$ cat config.mk
export PLATFORM = sky130hd
export DESIGN_NAME = aes_round_ctrl
export DESIGN_NICKNAME = d
export VERILOG_FILES = /design/src/rtl/aes_round_ctrl.sv
export SDC_FILE = /design/constraint.sdc
export NUM_CORES = 1
export LEC_CHECK = 0
export ABC_AREA = 1
export CELL_PAD_IN_SITES_DETAIL_PLACEMENT = 2
export CELL_PAD_IN_SITES_GLOBAL_PLACEMENT = 2
export CORE_AREA = 8 8 77 79
export CTS_BUF_LIST = sky130_fd_sc_hd__clkbuf_4
export CTS_CLUSTER_SIZE = 25
export DETAILED_ROUTE_END_ITERATION = 6
export DIE_AREA = 0 0 85 87
export DONT_BUFFER_PORTS = 1
export PLACE_DENSITY_LB_ADDON = 0.12
export SLEW_MARGIN = 20
export SYNTH_ARGS = -nofsm -noshare
export SYNTH_HDL_FRONTEND = slang
export SYNTH_SLANG_ARGS = --single-unit
$ cat constraint.sdc
create_clock -name CLK -period 1.7 [get_ports CLK]
set_clock_uncertainty 0.1 [all_clocks]
set_input_delay 0.255 -clock CLK [delete_from_list [all_inputs] [get_ports CLK]]
set_output_delay 0.255 -clock CLK [all_outputs]
set_load 0.01 [all_outputs]
$ cat src/rtl/aes_round_ctrl.sv
`default_nettype none
// ============================================================================
//  Module   : aes_round_ctrl
//  Purpose  : Round sequencer for the AES cipher datapath. Accepts one block
//             at a time, steps the state register through the initial
//             AddRoundKey, NR-1 full rounds and the final round (MixColumns
//             bypassed), then holds the ciphertext until the consumer
//             takes it and wipes the state register on the way out.
//  Revision : 1.0  initial release
// ============================================================================
module aes_round_ctrl #(
  parameter int NR    = 10,
  parameter int CNT_W = 16
) (
  input  logic             CLK,
  input  logic             CLR,
  input  logic             in_valid,
  output logic             in_ready,
  input  logic             abort_i,
  output logic             out_valid,
  input  logic             out_ready,
  output logic             state_en,
  output logic             state_clr,
  output logic             sel_init,
  output logic             skip_mix,
  output logic [3:0]       round_idx,
  output logic             busy,
  output logic [CNT_W-1:0] blk_cnt
);

  // Only the three AES key sizes are meaningful; anything else is a build error.
  if (!(NR == 10 || NR == 12 || NR == 14)) begin : g_bad_nr
    $error("aes_round_ctrl: NR must be 10, 12 or 14");
  end

  localparam logic [1:0] c_st_idle  = 2'd0;
  localparam logic [1:0] c_st_round = 2'd1;
  localparam logic [1:0] c_st_final = 2'd2;
  localparam logic [1:0] c_st_done  = 2'd3;

  localparam logic [3:0]       c_nr      = 4'(NR);
  localparam logic [3:0]       c_nr_m1   = 4'(NR - 1);
  localparam logic [CNT_W-1:0] c_cnt_max = {CNT_W{1'b1}};
  localparam logic [CNT_W-1:0] c_cnt_one = {{(CNT_W-1){1'b0}}, 1'b1};

  logic [1:0]       r_state;
  logic [3:0]       r_round_idx;
  logic [CNT_W-1:0] r_blk_cnt;

  logic w_idle;
  logic w_abort;
  logic w_out_hs;

  // Abort only means something while a block is in flight; in IDLE it is ignored.
  assign w_idle   = (r_state == c_st_idle);
  assign w_abort  = !CLR && abort_i && !w_idle;
  assign w_out_hs = !CLR && !abort_i && (r_state == c_st_done) && out_ready;

  // Sequencer state and round-key index; CLR wins over everything, abort beats completion.
  always_ff @(posedge CLK) begin
    if (CLR) begin
      r_state     <= c_st_idle;
      r_round_idx <= 4'd0;
    end else begin
      case (r_state)
        c_st_idle: begin
          r_round_idx <= 4'd0;
          if (in_valid) begin
            r_state     <= c_st_round;
            r_round_idx <= 4'd1;
          end
        end
        c_st_round: begin
          if (abort_i) begin
            r_state     <= c_st_idle;
            r_round_idx <= 4'd0;
          end else begin
            r_round_idx <= r_round_idx + 4'd1;
            if (r_round_idx == c_nr_m1) begin
              r_state <= c_st_final;
            end
          end
        end
        c_st_final: begin
          if (abort_i) begin
            r_state     <= c_st_idle;
            r_round_idx <= 4'd0;
          end else begin
            r_state     <= c_st_done;
            r_round_idx <= c_nr;
          end
        end
        c_st_done: begin
          if (abort_i || out_ready) begin
            r_state     <= c_st_idle;
            r_round_idx <= 4'd0;
          end
        end
        default: begin
          r_state     <= c_st_idle;
          r_round_idx <= 4'd0;
        end
      endcase
    end
  end

  // Completed-block counter: counts output handshakes and sticks at all-ones.
  always_ff @(posedge CLK) begin
    if (CLR) begin
      r_blk_cnt <= '0;
    end else if (w_out_hs && (r_blk_cnt != c_cnt_max)) begin
      r_blk_cnt <= r_blk_cnt + c_cnt_one;
    end
  end

  // Datapath controls decoded from the state; CLR and abort force a wipe with no write.
  always_comb begin
    in_ready  = 1'b0;
    out_valid = 1'b0;
    state_en  = 1'b0;
    state_clr = 1'b0;
    sel_init  = w_idle;
    skip_mix  = (r_state == c_st_final);
    busy      = 1'b0;
    if (CLR) begin
      state_clr = 1'b1;
    end else if (w_abort) begin
      state_clr = 1'b1;
      busy      = 1'b1;
    end else begin
      busy = !w_idle;
      case (r_state)
        c_st_idle: begin
          in_ready = 1'b1;
          state_en = in_valid;
        end
        c_st_round, c_st_final: begin
          state_en = 1'b1;
        end
        c_st_done: begin
          out_valid = 1'b1;
          state_clr = w_out_hs;
        end
        default: begin
          state_en = 1'b0;
        end
      endcase
    end
  end

  assign round_idx = r_round_idx;
  assign blk_cnt   = r_blk_cnt;

endmodule
`default_nettype wire

==> results of run 1 <==
where the power goes:
| group | total, W | switching (W) | internal, W |
|---|---|---|---|
| Sequential | 0.000576 | 0.0000260 | 0.000550 |
| Combinational | 0.000574 | 0.000313 | 0.000261 |
| Clock | 0.000256 | 0.000173 | 0.0000829 |
cell usage in the layout, fill, tap and decap left out:
master / instances
a211oi_1: 1
a21oi_1: 16
a21oi_2: 5
buf_4: 31
buf_6: 5
clkbuf_4: 3
clkinv_1: 1
clkinv_4: 1
dfxtp_1: 13
dfxtp_2: 7
dfxtp_4: 2
dlygate4sd3_1: 1
ha_1: 5
ha_2: 1
ha_4: 3
inv_1: 19
inv_2: 2
inv_4: 3
nand2_1: 63
nand2_2: 6
nand2_4: 1
nand3_1: 9
nand3_2: 1
nand3b_1: 2
nand4_1: 4
nor2_1: 22
nor2_2: 4
nor2_4: 3
nor2b_1: 1
nor3_2: 1
o21ai_0: 6
o21ai_1: 3
o21ai_2: 1
o21ai_4: 1
or2_2: 1
xnor2_1: 2
xor2_1: 6
timing repair:
item,in CTS,in global routing
gates cloned,0,2
buffers inserted,5,3
resized for setup,16,42
setup endpoints to repair,18,26
hold buffers,1,0
pin swaps,2,12
endpoints found under the hold margin,15,0
through the flow:
stage / setup TNS [ns] / setup slack, ns / total power [W]
5_1_grt: -1.178 / -0.1283 / 0.001507
2_1_floorplan: 0 / 0.04471 / 0.0008131
4_1_cts: -0.1629 / -0.06188 / 0.001327
3_3_place_gp: 0 / 0.02956 / 0.0009221
6_report: -0.03432 / -0.02401 / 0.001406
3_5_place_dp: -0.04776 / -0.02780 / 0.0009453
worst paths after layout:
| path | from | endpoint | slack, ns |
|---|---|---|---|
| max | r_state[0] | state_en | -0.02 |
| min | in_valid | round_idx[0] | 0.02 |
| max reg2reg | blk_cnt[1] | blk_cnt[6] | 0 |
| min reg2reg | blk_cnt[4] | blk_cnt[4] | 0.42 |
per-layer routing:
metal  up-vias  routed length (um)  global-route usage
li1        771                   -                   -
met1       751                2056              0.1425
met2        19                2722              0.2564
met3         4                 238             0.03585
met4         0                  36             0.03398
met5         -                   0                   0
state kept, by name (all words and copies together), names as in the netlist:
name       flops
r_state        2
round_idx      4
blk_cnt       16
kinds of logic after synthesis:
group / after synthesis / share of synthesized area
adders and majority gates: 9 / 0.07909
DFF: 22 / 0.3093
xor gates and xnor gates: 8 / 0.04921
buffers and inverters: 29 / 0.08786
and+or+nand+nor: 118 / 0.3488
AOI/OAI and AO/OA: 33 / 0.1257
layout make-up:
class | instances | area share
Clock buffer | 3 | 0.01169
Inverter | 25 | 0.05390
Multi-Input combinational cell | 168 | 0.5026
Sequential cell | 22 | 0.2370
Tap cell | 56 | 0.03636
Timing Repair Buffer | 37 | 0.1552
Timing Repair inverter | 1 | 0.003247
worst max-delay path, stage by stage (launching register included):
cell and delay, ns:
dfxtp_4 0.38, buf_6 0.12, buf_6 0.12, ha_4 0.15, nor3_2 0.16, buf_4 0.14
==> results by group, run 1 <==
Run status
  – Outcome: finished with violations
  – Violated checks: setup timing

Detailed routing
  – Starting DRT DRC Count: 26
  – Post-route antenna net violation count: 0
  – Vias per inst: 4.952
  – Routed WL: 5.053 mm
  – Drt wl/cell: 16.20 um
  – Via count: 1,545
  – Drt first pass iters: 4
  – DRC Markers: 0

Clock tree
  – H-tree depth: 1
  – Cts bufs inserted: 3
  – Clock Path Buffers: 2
  – Clk slew on worst S/H paths: 0.13 ns
  – Clk root buf: clkbuf_4
  – Total clock sinks: 22
  – Clk_lat worst skew: 0.31 ns
  – CTS tree: built

Die
  – Die H: 87 um
  – Core Rows: 26
  – Initial core utilization: 0.2938
  – Die ar.: 0.007395 mm^2
  – Die X-Extent: 85 um
  – Core Region: 0.004847 mm^2
  – IO Pins: 32

Synth
  – Primary FF master, synth: dfxtp_1
  – YS warnings: 0
  – Cell Area, Synth: 0.001424 mm^2
  – Syn_nets: 233
  – Most frequent cell after synthesis: nand2_1
  – Post-synth EDFFs: 0
  – Commonest cells post-synth: 68 x nand2_1, 26 x nor2_1, 23 x inv_1, 22 x dfxtp_1, 21 x a21oi_1
  – Sequential element share of the synthesized area: 0.3093
  – Synthesized instance count: 219
  – Area leader, netlist: dfxtp_1
  – Ranking of synthesized cells by area: dfxtp_1 31%, nand2_1 18%, ha_1 7.9%, a21oi_1 7.4%, nor2_1 6.9%
  – Unique masters post-synth: 25
  – Mean Syn Cell Area: 6.502 um^2
  – Ys async rst share: 0
  – FF+latch count, synth: 22
  – Top cell type's share of synthesized area: 0.3093

Run
  – Max-Cap Viols: 0

Critical path
  – Crit. End Element: output port
  – Crit path DAT: 1.37 ns
  – CP Class: register to output port
  – Critical path peak fanout: 3
  – CP startpoint kind: register
  – R2R depth: 8
  – Worst Path Required: 1.34 ns

Hold path
  – Hold crit path type: input port to register
  – Hold path cells: 2

Global route
  – First-pass GRT wire length: 8.121 mm
  – Total gr overflow: 0
  – GRT Total Usage: 0.1348
  – Largest net degree at the start of global routing: 16
  – Initial antenna violation count: 0
  – Number of global-route vias before repair: 1,701

Finish
  – Final net count: 272
  – Reg area: 456.7 um^2
  – Fillers: 591
  – Synth-to-layout area growth: 35.33%
  – Area of the multi-input gates: 968.4 um^2
  – Non-Filler Instances: 312
  – Final Cell Area: 0.001927 mm^2
  – Layout Utilization: 0.3975
  – Share of cells above drive strength 1: 0.3203
  – ANT cells: 0

Timing
  – Slew headroom: 0.5044
  – RSZ-0062 raised after global routing: yes
  – Fmax: 580.0 MHz
  – Final hold violation count: 0
  – Count of pins over their slew limit: 0
  – Finish-stage setup viols: 2
  – WHS: 0.01762 ns
  – Setup ws final: -0.02401 ns
  – Worst slew pin tran: 0.7410 ns
  – Min cycle time layout: 1.724 ns
  – Final period utilization: 1.014

Pwr
  – Peak VDD IR: 0.0004124 V
  – Power Dens Cells: 729.7 mW/mm^2
  – Pleak: 0.7755 nW

Place
  – Placer Congestion: 0.7689
  – Placement Cell Area: 0.001665 mm^2
  – DP Wirelength: 3.674 mm
  – IO Port Bufs: 0
  – Placed cell count: 298
Power figures use the tool's default switching activity.
==> run 2, diff against run 1 <==
--- a/config.mk
+++ b/config.mk
@@ -6,6 +6,7 @@
 export NUM_CORES = 1
 export LEC_CHECK = 0
 export ABC_AREA = 1
+export CAP_MARGIN = 20
 export CELL_PAD_IN_SITES_DETAIL_PLACEMENT = 2
 export CELL_PAD_IN_SITES_GLOBAL_PLACEMENT = 2
 export CORE_AREA = 8 8 77 79
==> results of run 2 <==
The final DEF is identical to that of run 1; final timing and power are the same.
